<file path="config.mk">
export PLATFORM = sky130hd
export DESIGN_NAME = nabp_angle_scheduler_flat
export DESIGN_NICKNAME = d
export VERILOG_FILES = /design/src/rtl/nabp_angle_scheduler_if.sv /design/src/rtl/nabp_angle_scheduler.sv /design/src/flat_wrapper.sv
export SDC_FILE = /design/constraint.sdc
export NUM_CORES = 1
export LEC_CHECK = 0
export ABC_AREA = 1
export CAP_MARGIN = 10
export CORE_UTILIZATION = 50
export DETAILED_ROUTE_END_ITERATION = 12
export GPL_TIMING_DRIVEN = 0
export PLACE_DENSITY = 0.77
export SLEW_MARGIN = 20
export SYNTH_ARGS = -nofsm -noshare
export SYNTH_HDL_FRONTEND = slang
export SYNTH_SLANG_ARGS = --single-unit
</file>
<file path="constraint.sdc">
create_clock -name clk -period 5.1 [get_ports clk]
set_clock_uncertainty 0.05 [all_clocks]
set_input_delay 1.02 -clock clk [delete_from_list [all_inputs] [get_ports clk]]
set_output_delay 1.02 -clock clk [all_outputs]
set_load 0.05 [all_outputs]
</file>
<file path="src/rtl/nabp_angle_scheduler_if.sv">
// Host angle handshake between the angle scheduler and the swap controller.
//   next_angle      : request level from the swap controller
//   angle           : angle offered by the scheduler
//   has_next_angle  : an unissued angle is on `angle`
//   next_angle_ack  : one-cycle acknowledge of an accepted request
//   sino_base       : sinogram RAM row base for the offered angle
// Modports: master = swap controller (requester), slave = scheduler (responder).
interface nabp_angle_scheduler_if #(
  parameter int ANGLE_WIDTH = 9,
  parameter int ADDR_WIDTH  = 16
);
  logic                   next_angle;
  logic [ANGLE_WIDTH-1:0] angle;
  logic                   has_next_angle;
  logic                   next_angle_ack;
  logic [ADDR_WIDTH-1:0]  sino_base;

  modport master (
    output next_angle,
    input  angle, has_next_angle, next_angle_ack, sino_base
  );

  modport slave (
    input  next_angle,
    output angle, has_next_angle, next_angle_ack, sino_base
  );
endinterface

</file>
<file path="src/rtl/nabp_angle_scheduler.sv">
// nabp_angle_scheduler: sequences one scan of projection angles.
// A start pulse latches the scan configuration; each request on the host
// handshake is answered ACK_LATENCY+1 cycles later with a one-cycle ack while
// angle / sino_base / has_next_angle hold the delivered projection. After the
// last ack, done pulses and busy drops in the same cycle.
// Ports:
//   clk, reset        : clock, asynchronous active-high reset
//   start             : begin a scan when idle
//   cfg_first_angle   : first angle (< ANGLE_LIMIT)
//   cfg_angle_step    : increment (< ANGLE_LIMIT), wraps modulo ANGLE_LIMIT
//   cfg_num_angles    : projections per scan (0 = immediate done)
//   abort             : only with NABP_ANGLE_SCHED_ABORT_EN; level, ends scan
//   busy, done        : scan in progress / one-cycle completion pulse
//   hs                : angle handshake (slave side)
// Optional feature macro: NABP_ANGLE_SCHED_ABORT_EN.
module nabp_angle_scheduler #(
  parameter int ANGLE_WIDTH = 9,
  parameter int ANGLE_LIMIT = 180,
  parameter int COUNT_WIDTH = 9,
  parameter int ADDR_WIDTH  = 16,
  parameter int S_COUNT     = 256,
  parameter int ACK_LATENCY = 2
) (
  input  logic                   clk,
  input  logic                   reset,
  input  logic                   start,
  input  logic [ANGLE_WIDTH-1:0] cfg_first_angle,
  input  logic [ANGLE_WIDTH-1:0] cfg_angle_step,
  input  logic [COUNT_WIDTH-1:0] cfg_num_angles,
`ifdef NABP_ANGLE_SCHED_ABORT_EN
  input  logic                   abort,
`endif
  output logic                   busy,
  output logic                   done,
  nabp_angle_scheduler_if.slave  hs
);

  localparam int LAT_W = (ACK_LATENCY > 1) ? $clog2(ACK_LATENCY) : 1;
  localparam logic [LAT_W-1:0] LAT_LOAD =
    LAT_W'((ACK_LATENCY > 0) ? ACK_LATENCY - 1 : 0);

  typedef enum logic [1:0] {IDLE, READY, LAT, ACK} state_t;

  typedef struct packed {
    logic [ANGLE_WIDTH-1:0] step;
    logic [COUNT_WIDTH-1:0] num;
  } cfg_t;

  state_t                 state, state_nxt;
  cfg_t                   cfg_q;
  logic [COUNT_WIDTH-1:0] index;
  logic [LAT_W-1:0]       lat_cnt;
  logic [ANGLE_WIDTH-1:0] angle_q;
  logic [ADDR_WIDTH-1:0]  base_q;
  logic                   has_next_q, ack_q, busy_q, done_q;

  logic                   abort_w;
  logic                   accept, last;
  logic [COUNT_WIDTH:0]   idx_inc;
  logic [ANGLE_WIDTH:0]   sum;
  logic [ANGLE_WIDTH-1:0] angle_adv;

`ifdef NABP_ANGLE_SCHED_ABORT_EN
  assign abort_w = abort;
`else
  assign abort_w = 1'b0;
`endif

  assign accept  = hs.next_angle && has_next_q;
  assign idx_inc = {1'b0, index} + (COUNT_WIDTH+1)'(1);
  assign last    = (idx_inc >= {1'b0, cfg_q.num});

  // One extra bit keeps the carry so the wrap compare is exact.
  assign sum       = {1'b0, angle_q} + {1'b0, cfg_q.step};
  assign angle_adv = (sum >= (ANGLE_WIDTH+1)'(ANGLE_LIMIT))
                   ? ANGLE_WIDTH'(sum - (ANGLE_WIDTH+1)'(ANGLE_LIMIT))
                   : sum[ANGLE_WIDTH-1:0];

  always_ff @(posedge clk or posedge reset) begin
    if (reset) state <= IDLE;
    else       state <= state_nxt;
  end

  always_comb begin
    state_nxt = state;
    case (state)
      IDLE:  if (start && (cfg_num_angles != '0)) state_nxt = READY;
      READY: if (accept) state_nxt = (ACK_LATENCY == 0) ? ACK : LAT;
      LAT:   if (lat_cnt == '0) state_nxt = ACK;
      ACK:   state_nxt = last ? IDLE : READY;
      default: state_nxt = IDLE;
    endcase
    // Abort wins over everything; an ack already on the wire this cycle
    // has been delivered, any later one is dropped by leaving LAT/READY.
    if (abort_w && (state != IDLE)) state_nxt = IDLE;
  end

  always_ff @(posedge clk or posedge reset) begin
    if (reset) begin
      cfg_q      <= '0;
      index      <= '0;
      lat_cnt    <= '0;
      angle_q    <= '0;
      base_q     <= '0;
      has_next_q <= 1'b0;
      ack_q      <= 1'b0;
      busy_q     <= 1'b0;
      done_q     <= 1'b0;
    end else begin
      // Ack is registered off the next state so it lines up with ACK.
      ack_q  <= (state_nxt == ACK);
      done_q <= 1'b0;
      case (state)
        IDLE: if (start) begin
          cfg_q.step <= cfg_angle_step;
          cfg_q.num  <= cfg_num_angles;
          angle_q    <= cfg_first_angle;
          index      <= '0;
          base_q     <= '0;
          if (cfg_num_angles != '0) begin
            has_next_q <= 1'b1;
            busy_q     <= 1'b1;
          end else begin
            done_q <= 1'b1;
          end
        end
        READY: if (accept) lat_cnt <= LAT_LOAD;
        LAT:   lat_cnt <= lat_cnt - LAT_W'(1);
        ACK: begin
          index   <= idx_inc[COUNT_WIDTH-1:0];
          angle_q <= angle_adv;
          base_q  <= base_q + ADDR_WIDTH'(S_COUNT);
          if (last) begin
            has_next_q <= 1'b0;
            busy_q     <= 1'b0;
            done_q     <= 1'b1;
          end
        end
        default: ;
      endcase
      if (abort_w && (state != IDLE)) begin
        has_next_q <= 1'b0;
        busy_q     <= 1'b0;
        done_q     <= 1'b1;
      end
    end
  end

  assign hs.angle          = angle_q;
  assign hs.sino_base      = base_q;
  assign hs.has_next_angle = has_next_q;
  assign hs.next_angle_ack = ack_q;
  assign busy              = busy_q;
  assign done              = done_q;

endmodule
</file>
<file path="src/flat_wrapper.sv">
// flat-port wrapper written by rule: the top's interface ports become plain ports
module nabp_angle_scheduler_flat 
#(
  parameter int ANGLE_WIDTH = 9,
  parameter int ANGLE_LIMIT = 180,
  parameter int COUNT_WIDTH = 9,
  parameter int ADDR_WIDTH  = 16,
  parameter int S_COUNT     = 256,
  parameter int ACK_LATENCY = 2
)
  (clk, reset, start, cfg_first_angle, cfg_angle_step, cfg_num_angles, busy, done, hs_next_angle, hs_angle, hs_has_next_angle, hs_next_angle_ack, hs_sino_base);
  nabp_angle_scheduler_if #(.ANGLE_WIDTH(ANGLE_WIDTH), .ADDR_WIDTH(ADDR_WIDTH)) hs_i ();
  input  logic clk;
  input  logic reset;
  input  logic start;
  input  logic [ANGLE_WIDTH-1:0] cfg_first_angle;
  input  logic [ANGLE_WIDTH-1:0] cfg_angle_step;
  input  logic [COUNT_WIDTH-1:0] cfg_num_angles;
  output logic busy;
  output logic done;
  input wire logic [$bits(hs_i.next_angle)-1:0] hs_next_angle;
  output wire logic [$bits(hs_i.angle)-1:0] hs_angle;
  output wire logic [$bits(hs_i.has_next_angle)-1:0] hs_has_next_angle;
  output wire logic [$bits(hs_i.next_angle_ack)-1:0] hs_next_angle_ack;
  output wire logic [$bits(hs_i.sino_base)-1:0] hs_sino_base;
  assign hs_i.next_angle = hs_next_angle;
  assign hs_angle = hs_i.angle;
  assign hs_has_next_angle = hs_i.has_next_angle;
  assign hs_next_angle_ack = hs_i.next_angle_ack;
  assign hs_sino_base = hs_i.sino_base;
  nabp_angle_scheduler #(.ANGLE_WIDTH(ANGLE_WIDTH), .ANGLE_LIMIT(ANGLE_LIMIT), .COUNT_WIDTH(COUNT_WIDTH), .ADDR_WIDTH(ADDR_WIDTH), .S_COUNT(S_COUNT), .ACK_LATENCY(ACK_LATENCY)) u_core (.clk(clk), .reset(reset), .start(start), .cfg_first_angle(cfg_first_angle), .cfg_angle_step(cfg_angle_step), .cfg_num_angles(cfg_num_angles), .busy(busy), .done(done), .hs(hs_i));
endmodule
</file>
==> results.json, run 1 <==
{
  "p_clk_share_pct": 39.3,
  "synth-seq-area-share_pct": 37.8,
  "max_freq_mhz": 369,
  "core-area_um2": 6390,
  "ctsResizeCount": 0,
  "fin_nets": 559,
  "p_sw_share_pct": 21.8,
  "wirelength_um": 7580,
  "postSynthCellCount": 435,
  "report.final.slew_viol_count": 0,
  "hold_viol": 0,
  "ir_worst_vdd_uv": 181,
  "end_kind": "output port",
  "dp_hpwl_um": 6030,
  "start_kind": "flop",
  "setup_viol": 0,
  "drc": 0,
  "grt_pass1_vias": 2894,
  "design_area_um2": 4080,
  "die_x_um": 83.4,
  "clkTransAtPathRegs_ps": 90,
  "drtIter0Drc": 157,
  "cts_setup_buffers": 0,
  "maxCapViolCount": 0,
  "via_count": 3042,
  "rr_endpoint": "u_core.hs.angle[6]",
  "clk_latency_ps": 310,
  "period_share_pct": 53.2,
  "power.switching_w": 0.000162,
  "p_comb_share_pct": 7.3,
  "final_common_cell": "nand2_1",
  "critPathArrivalTime_ps": 1640,
  "status": "finished clean",
  "drive_gt1_share_pct": 8.58,
  "wl_met2_um": 3540,
  "synth.cell_area_um2": 3310,
  "overflow": 0,
  "cp_max_fo": 5,
  "postSynthAreaPerCell_um2": 7.61,
  "via_per_inst": 5.26,
  "min_path_type": "flop to flop",
  "wl_per_cell_um": 13.1,
  "grt_util_all_layers_pct": 23.4,
  "r2r_start": "u_core.hs.angle[2]",
  "fin_setup_tns_ps": 0,
  "p_per_area_nw_per_um2": 182,
  "htree_levels": 2,
  "required_ps": 4030,
  "cts_root_buf": "clkbuf_8",
  "reg2reg_slack_ps": 2410,
  "tightest_slew_ps": 698,
  "postPlaceCellArea_um2": 3970,
  "initial_core_util_pct": 51.9,
  "wl_met3_um": 470,
  "firstDrtPassIters": 4,
  "p_total_w": 0.000742,
  "grt_max_degree": 33,
  "cts_inserted_buffers": 5,
  "syn2layout_area_growth_pct": 23.1,
  "ctsHoldBuffers": 0,
  "hold_end": "u_core.cfg_q[14]",
  "hold_depth": 2,
  "placementRows": 29,
  "async_flop_share_pct": 100,
  "min_from": "u_core.cfg_q[14]",
  "leakagePower_nw": 2.15,
  "synth_ff_type": "dfrtp_1",
  "reg2regPathDepth": 14,
  "period_needed_ps": 2710,
  "final_cell_mix": "127 x nand2_1, 54 x inv_1, 51 x clkdlybuf4s50_1, 50 x dfrtp_1",
  "clockBufferDepth": 2,
  "seqPwrFrac_pct": 53.4,
  "holdWs_ps": 444,
  "antenna_found_initial": 0,
  "synth_edf_count": 0,
  "cts_tree": "built",
  "io_pins": 60,
  "synth-seq-cells": 50,
  "drt-met1-wl_um": 3410,
  "synth.distinct_cells": 43,
  "grt_pass1_wl_um": 13100,
  "relSlewSlack_pct": 53.3,
  "routabilityCongestion": 0.875,
  "ant_nets": 0,
  "path_class": "flop to output port",
  "die-area_um2": 6950,
  "antenna_cells": 0,
  "intPower_w": 0.000580,
  "grt_setup_unrepaired": "no",
  "cts.sinks": 50,
  "fillers": 557,
  "yosysWarnings": 0,
  "die_h_um": 83.4,
  "dr.max_layer_used": "met4",
  "io_buffers": 51
}
[final cells by class]
type	instances	area (um^2)	area share, %
Multi-Input combinational cell	316	1760	43.2
Sequential cell	50	1250	30.7
Timing Repair Buffer	52	531	13.0
Inverter	59	221	5.43
Buffer	17	103	2.52
Tap cell	77	96.3	2.36
Clock buffer	6	82.6	2.03
Clock inverter	1	30.0	0.736
[synth_stat cells, drive strengths merged, types with 5 or more instances]
| cell type | count | share of area (%) |
|---|---|---|
| inv | 58 | 6.6 |
| nor2 | 29 | 3.7 |
| buf | 14 | 2.8 |
| dfrtp | 50 | 38 |
| a22o | 5 | 1.3 |
| ha | 26 | 9.8 |
| xor2 | 7 | 1.9 |
| nand3 | 22 | 4.0 |
| nor3 | 5 | 0.91 |
| a21oi | 19 | 3.0 |
| nand4 | 11 | 2.3 |
| o21ai | 27 | 4.1 |
| nand2 | 134 | 16 |
[cells by family after synthesis]
family          share of synthesized area [%]
simple gates                             28.8
compound gates                           10.7
xor+xnor                                 2.38
flops                                    37.8
buf+inv                                  9.78
fa+ha+maj                                10.4
other cells                             0.113
[metal layers]
metal  up-vias  global-route usage, %
li1       1521                      -
met1      1423                   30.7
met2        83                   38.8
met3        15                   4.67
met4         0                   7.21
met5         -                      0
[per-stage QoR]
| stage | worst slack (ps) | utilization, % | instances |
|---|---|---|---|
| detailed placement | 2320 | 62.1 | 571 |
| global route | 2180 | 63.9 | 578 |
| floorplan | 2500 | - | 442 |
| CTS | 2370 | 63.9 | 578 |
| global placement | 1860 | 61.8 | 570 |
| finish | 2390 | 63.9 | 578 |
[power groups by stage]
stage | sequential (W) | clock (W) | combinational [W]
after floorplan | 0.000404 | 0 | 0.0000247
after global placement | 0.000404 | 0 | 0.0000523
after detailed placement | 0.000404 | 0 | 0.0000543
after CTS | 0.000396 | 0.000296 | 0.0000545
after global routing | 0.000396 | 0.000309 | 0.0000580
final | 0.000396 | 0.000292 | 0.0000540
[worst max-delay path by stage]
stage	slack (ps)	end	depth (start not counted)	startpoint
6_report	2390	hs_has_next_angle	2	u_core.hs.has_next_angle
5_1_grt	2180	u_core.hs.angle[6]	14	u_core.hs.angle[1]
4_1_cts	2370	hs_has_next_angle	2	u_core.hs.has_next_angle
3_5_place_dp	2320	u_core.hs.sino_base[13]	6	start
3_3_place_gp	1860	u_core.hs.angle[3]	2	reset
2_1_floorplan	2500	u_core.hs.angle[6]	14	u_core.hs.angle[1]
[registers in the layout, summed over array words and instances (netlist names)]
signal                    flops
u_core.state                  2
u_core.hs.angle               9
u_core.hs.next_angle_ack      1
u_core.lat_cnt                1
u_core.hs.has_next_angle      1
u_core.cfg_q                 18
u_core.hs.sino_base           8
u_core.done                   1
u_core.index                  9
[worst max-delay path: stages (launching register included)]
cell and delay (ps):
dfrtp_1 420, buf_4 130, clkdlybuf4s50_1 780
No activity file was read; power rests on OpenSTA's default activity.
==> run 2, diff against run 1 <==
==> constraint.sdc (replaced) <==
create_clock -name clk -period 2.53 [get_ports clk]
set_clock_uncertainty 0.05 [all_clocks]
set_input_delay 0.506 -clock clk [delete_from_list [all_inputs] [get_ports clk]]
set_output_delay 0.506 -clock clk [all_outputs]
set_load 0.05 [all_outputs]
==> run 2 against run 1 <==
Non-clock buffer count is 12 higher; wire length is 13% higher; design area is 7.0% higher; utilization is 4.5 points higher; combinational power is 110% higher; worst hold slack better by 2.5 ps; setup slack worse by 2300 ps; global-route usage is 1.0 points higher; cell count is 2.4% higher; die area stayed put; via count is 4.4% higher; clock power is 110% higher; critical path type is now flop to flop; critical endpoint is now u_core.hs.next_angle_ack.
==> results.json, run 2 (synthesis gave the netlist of run 1 again) <==
{
  "drc": 0,
  "top_register": "u_core.cfg_q",
  "tightest_slew_ps": 684,
  "maxCapViolCount": 0,
  "clkTransAtPathRegs_ps": 100,
  "final_cell_mix": "123 x nand2_1, 51 x clkdlybuf4s50_1, 50 x inv_1, 47 x dfrtp_1, 25 x o21ai_0",
  "die-area_um2": 6950,
  "final_common_cell": "nand2_1",
  "rr_endpoint": "u_core.hs.next_angle_ack",
  "grt_setup_unrepaired": "yes",
  "cts_root_buf": "clkbuf_8",
  "multiInputGateArea_um2": 1950,
  "drive_gt1_share_pct": 17.1,
  "fin_util_pct": 68.3,
  "via_count": 3176,
  "setup_viol": 0,
  "report.final.slew_viol_count": 0,
  "grt_max_degree": 31,
  "core-area_um2": 6390,
  "path_class": "flop to flop",
  "hold_depth": 2,
  "relSlewSlack_pct": 54.2,
  "htree_levels": 2,
  "antenna_cells": 0,
  "p_per_area_nw_per_um2": 346,
  "syn2layout_area_growth_pct": 31.8,
  "seqPwrFrac_pct": 52.8,
  "grt_util_all_layers_pct": 24.4,
  "die_h_um": 83.4,
  "critPathArrivalTime_ps": 2640,
  "overflow": 0,
  "fillers": 493,
  "drtIter0Drc": 227,
  "hold_end": "u_core.cfg_q[16]",
  "min_path_type": "flop to flop",
  "required_ps": 2720,
  "regArea_um2": 1250,
  "dp_hpwl_um": 6070,
  "min_from": "u_core.cfg_q[16]",
  "fin_nets": 572,
  "leakagePower_nw": 2.22,
  "cp_max_fo": 4,
  "p_comb_share_pct": 7.3,
  "start_kind": "flop",
  "period_share_pct": 96.8,
  "cts_inserted_buffers": 5,
  "p_clk_share_pct": 39.9,
  "routabilityCongestion": 0.875,
  "grt_pass1_wl_um": 13900,
  "end_kind": "flop",
  "power.switching_w": 0.000337,
  "intPower_w": 0.00117,
  "startpoint": "u_core.index[0]",
  "grt_pass1_vias": 3021,
  "cts.sinks": 50,
  "reg2reg_slack_ps": 80,
  "largest_register_ffs": 18,
  "pre_cts_slack_ps": -133,
  "clk_latency_ps": 310,
  "hold_viol": 0,
  "ir_worst_vdd_uv": 264,
  "io_buffers": 51,
  "initial_core_util_pct": 51.9,
  "reg2regPathDepth": 11,
  "die_x_um": 83.4,
  "via_per_inst": 5.36,
  "firstDrtPassIters": 5,
  "holdWs_ps": 446,
  "io_pins": 60,
  "p_sw_share_pct": 22.3,
  "wirelength_um": 8590,
  "period_needed_ps": 2450,
  "cts_tree": "built",
  "setup_ws_ps": 80.5,
  "status": "finished clean",
  "r2r_start": "u_core.index[0]",
  "placementRows": 29,
  "ant_nets": 0,
  "max_freq_mhz": 408,
  "antenna_found_initial": 0,
  "clockBufferDepth": 2,
  "wl_per_cell_um": 14.5,
  "ctsHoldBuffers": 0
}
[run 2: critical path, cell delays in order, from the launching register on]
cell	delay, ps
dfrtp_1	390
inv_1	130
nor4_2	370
xor2_1	250
ha_1	280
a21oi_1	140
o21ai_0	160
a21oi_2	180
nand4_1	150
nand2_1	110
nand2_1	60
nor2_1	100
[run 2: area by class of cell]
class | count | share of cell area [%]
Buffer | 17 | 2.35
Clock buffer | 7 | 1.98
Clock inverter | 1 | 0.688
Inverter | 59 | 5.07
Multi-Input combinational cell | 317 | 44.6
Sequential cell | 50 | 28.8
Tap cell | 77 | 2.21
Timing Repair Buffer | 64 | 14.3
[run 2: through the flow]
step | total power [W] | cells | area (um^2) | TNS, ps
CTS | 0.00151 | 579 | 4100 | 0
floorplan | 0.000864 | 442 | 3340 | 0
detailed placement | 0.000924 | 571 | 3970 | -795
finish | 0.00151 | 592 | 4360 | 0
global placement | 0.000920 | 570 | 3950 | -10440
global route | 0.00155 | 592 | 4360 | -240
[run 2: power groups by stage]
stage | clock [W] | sequential (W) | combinational (W)
floorplan | 0 | 0.000814 | 0.0000498
global placement | 0 | 0.000814 | 0.000106
detailed placement | 0 | 0.000814 | 0.000110
CTS | 0.000601 | 0.000798 | 0.000110
global route | 0.000635 | 0.000799 | 0.000118
finish | 0.000603 | 0.000798 | 0.000111
[run 2: layer usage]
metal	vias to the layer above	track usage [%]	part of all wire (%)	wire (um)
li1	1544	-	-	-
met1	1481	32.2	42	3610
met2	126	40.4	48	4110
met3	25	3.98	6.5	560
met4	0	8.78	3.6	309
met5	-	0	0	0
[run 2: repair_timing]
item | CTS | global route
pin swaps | 0 | 18
resized for setup | 4 | 35
gates cloned | 0 | 1
setup buffers | 0 | 12
setup endpoints to repair | 10 | 11
[run 2: worst max-delay path by stage]
stage	to	slack, ps
floorplan	u_core.hs.angle[6]	50
finish	u_core.hs.next_angle_ack	80
global placement	u_core.hs.angle[2]	-350
global route	u_core.hs.next_angle_ack	-100
CTS	u_core.hs.has_next_angle	20
detailed placement	u_core.hs.angle[7]	-130
==> run 3, diff against run 2 <==
--- a/config.mk
+++ b/config.mk
@@ -9,8 +9,8 @@
 export CAP_MARGIN = 10
 export CORE_UTILIZATION = 50
 export DETAILED_ROUTE_END_ITERATION = 12
+export DONT_BUFFER_PORTS = 1
 export GPL_TIMING_DRIVEN = 0
-export PLACE_DENSITY = 0.77
 export SLEW_MARGIN = 20
 export SYNTH_ARGS = -nofsm -noshare
 export SYNTH_HDL_FRONTEND = slang
==> run 3 against run 2 <==
The flow now finishes with violations (setup timing); combinational power down 47%; wire length fell by 11%; worst hold slack worse by 430 ps; critical path type unchanged; highest routed layer unchanged.
==> results.json, run 3 (synthesis gave the netlist of run 1 again) <==
{
  "status": "finished with violations",
  "violations": "setup timing",
  "required_ps": 2680,
  "cts_inserted_buffers": 5,
  "die_h_um": 83.4,
  "die-area_um2": 6950,
  "placementRows": 29,
  "cts_tree": "built",
  "dp_hpwl_um": 5710,
  "maxCapViolCount": 0,
  "final_common_cell": "nand2_1",
  "critPathTopFamily": "simple AND/OR/NAND/NOR gates",
  "grt_pass1_vias": 2669,
  "fin_nets": 516,
  "period_needed_ps": 2630,
  "crit_buf_inv": 1,
  "end_kind": "flop",
  "p_clk_share_pct": 37.4,
  "seqPwrFrac_pct": 58.4,
  "firstDrtPassIters": 4,
  "drc": 0,
  "grt_max_degree": 34,
  "drive_gt1_share_pct": 20.0,
  "ant_nets": 0,
  "grt_pass1_wl_um": 12600,
  "ctsHoldBuffers": 0,
  "leakagePower_nw": 2.02,
  "crit_chain": "ha_4, fa_2, nand2_2, inv_2, nor2_4, ha_2, nor3b_4, nand3_2, nor2_4, nand2_4, nand3_4, nand3b_1, nand3_2, nand2_1",
  "ir_worst_vdd_uv": 264,
  "largest_register_ffs": 18,
  "wirelength_um": 7690,
  "tightest_slew_ps": 746,
  "cts.sinks": 50,
  "min_path_type": "input port to async pin",
  "setup_ws_ps": -99.3,
  "max_stage_delay_ps": 550,
  "htree_levels": 2,
  "cts_root_buf": "clkbuf_8",
  "pre_cts_slack_ps": -314,
  "initial_core_util_pct": 51.9,
  "grt_util_all_layers_pct": 22.7,
  "p_comb_share_pct": 4.3,
  "io_pins": 60,
  "routabilityCongestion": 0.834,
  "intPower_w": 0.00104,
  "critPathArrivalTime_ps": 2780,
  "fillers": 586,
  "relSlewSlack_pct": 50.1,
  "via_per_inst": 5.24,
  "io_buffers": 0,
  "p_per_area_nw_per_um2": 358,
  "via_count": 2806,
  "power.switching_w": 0.000330,
  "hold_viol": 0,
  "start_kind": "flop",
  "antenna_cells": 0,
  "drtIter0Drc": 162,
  "top_register": "u_core.cfg_q",
  "layoutNonFillerInstCount": 536,
  "setup_viol": 7,
  "report.final.slew_viol_count": 0,
  "wl_per_cell_um": 14.3,
  "period_share_pct": 104,
  "syn2layout_area_growth_pct": 15.5,
  "slowest_stage": "dfrtp_2",
  "max_freq_mhz": 380,
  "overflow": 0,
  "antenna_found_initial": 0,
  "dpl.cell_count": 520,
  "clockBufferDepth": 2,
  "grt_setup_unrepaired": "yes",
  "clkTransAtPathRegs_ps": 100,
  "path_class": "flop to flop",
  "core-area_um2": 6390,
  "cp_max_fo": 5,
  "die_x_um": 83.4,
  "p_sw_share_pct": 24.1,
  "clk_latency_ps": 310,
  "final_cell_mix": "123 x nand2_1, 49 x inv_1, 47 x dfrtp_1, 25 x o21ai_0, 22 x nor2_1"
}
run 3: cell types whose count changed in the layout (fill, tap and decap cells not counted), sizes merged:
cell / previous run / this run
clkbuf: 10 / 9
buf: 27 / 22
clkinvlp: 0 / 1
inv: 58 / 59
bufinv: 1 / 0
clkdlybuf4s50: 51 / 0
run 3: layout make-up:
class,count,area [um^2],area share (%)
multi-input combinational,317,1980,51.7
clock inverter,2,16.3,0.425
timing repair buffer,8,72.6,1.90
clock buffer,6,82.6,2.16
sequential,50,1260,32.9
inverter,59,221,5.79
buffer,17,103,2.68
tap,77,96.3,2.52
run 3: final timing paths:
kind,end,startpoint,slack (ps),cells past startpoint
max reg2reg,u_core.hs.angle[6],u_core.hs.angle[0],-100,14
max,u_core.hs.angle[6],u_core.hs.angle[0],-100,14
min reg2reg,u_core.cfg_q[0],u_core.cfg_q[0],460,2
max in group asynchronous,u_core.hs.angle[1],reset,1890,2
min in group clk,u_core.cfg_q[12],cfg_angle_step[3],250,2
min,u_core.hs.sino_base[12],reset,10,1
run 3: through the flow:
stage	area [um^2]	hold WS (ps)	TNS [ps]	power [W]	util, %
2_1_floorplan	3340	403	0	0.000864	-
3_3_place_gp	3440	425	-1700	0.000869	53.8
3_5_place_dp	3460	359	-1910	0.000874	54.2
4_1_cts	3650	20.5	-17.2	0.00138	57.1
5_1_grt	3820	29.2	-1420	0.00142	59.9
6_report	3820	14.2	-359	0.00137	59.9
run 3: power groups by stage:
stage | logic (W) | registers, W | clock network [W]
finish | 0.0000583 | 0.000798 | 0.000511
detailed placement | 0.0000594 | 0.000814 | 0
floorplan | 0.0000498 | 0.000814 | 0
CTS | 0.0000595 | 0.000798 | 0.000527
global route | 0.0000646 | 0.000799 | 0.000555
global placement | 0.0000551 | 0.000814 | 0
run 3: metal layers:
metal / routed length (um) / global-route usage [%] / up-vias
li1: - / - / 1440
met1: 3600 / 30.9 / 1317
met5: 0 / 0 / -
met4: 41 / 4.70 / 0
met2: 3730 / 37.6 / 45
met3: 317 / 4.27 / 4
run 3: repair_timing:
item | 4_1_cts | 5_1_grt
endpoints found under the setup margin | 8 | 10
setup buffers | 2 | 5
hold endpoints to repair | 0 | 0
cloned | 1 | 0
pin swaps | 7 | 23
resized for setup | 14 | 33
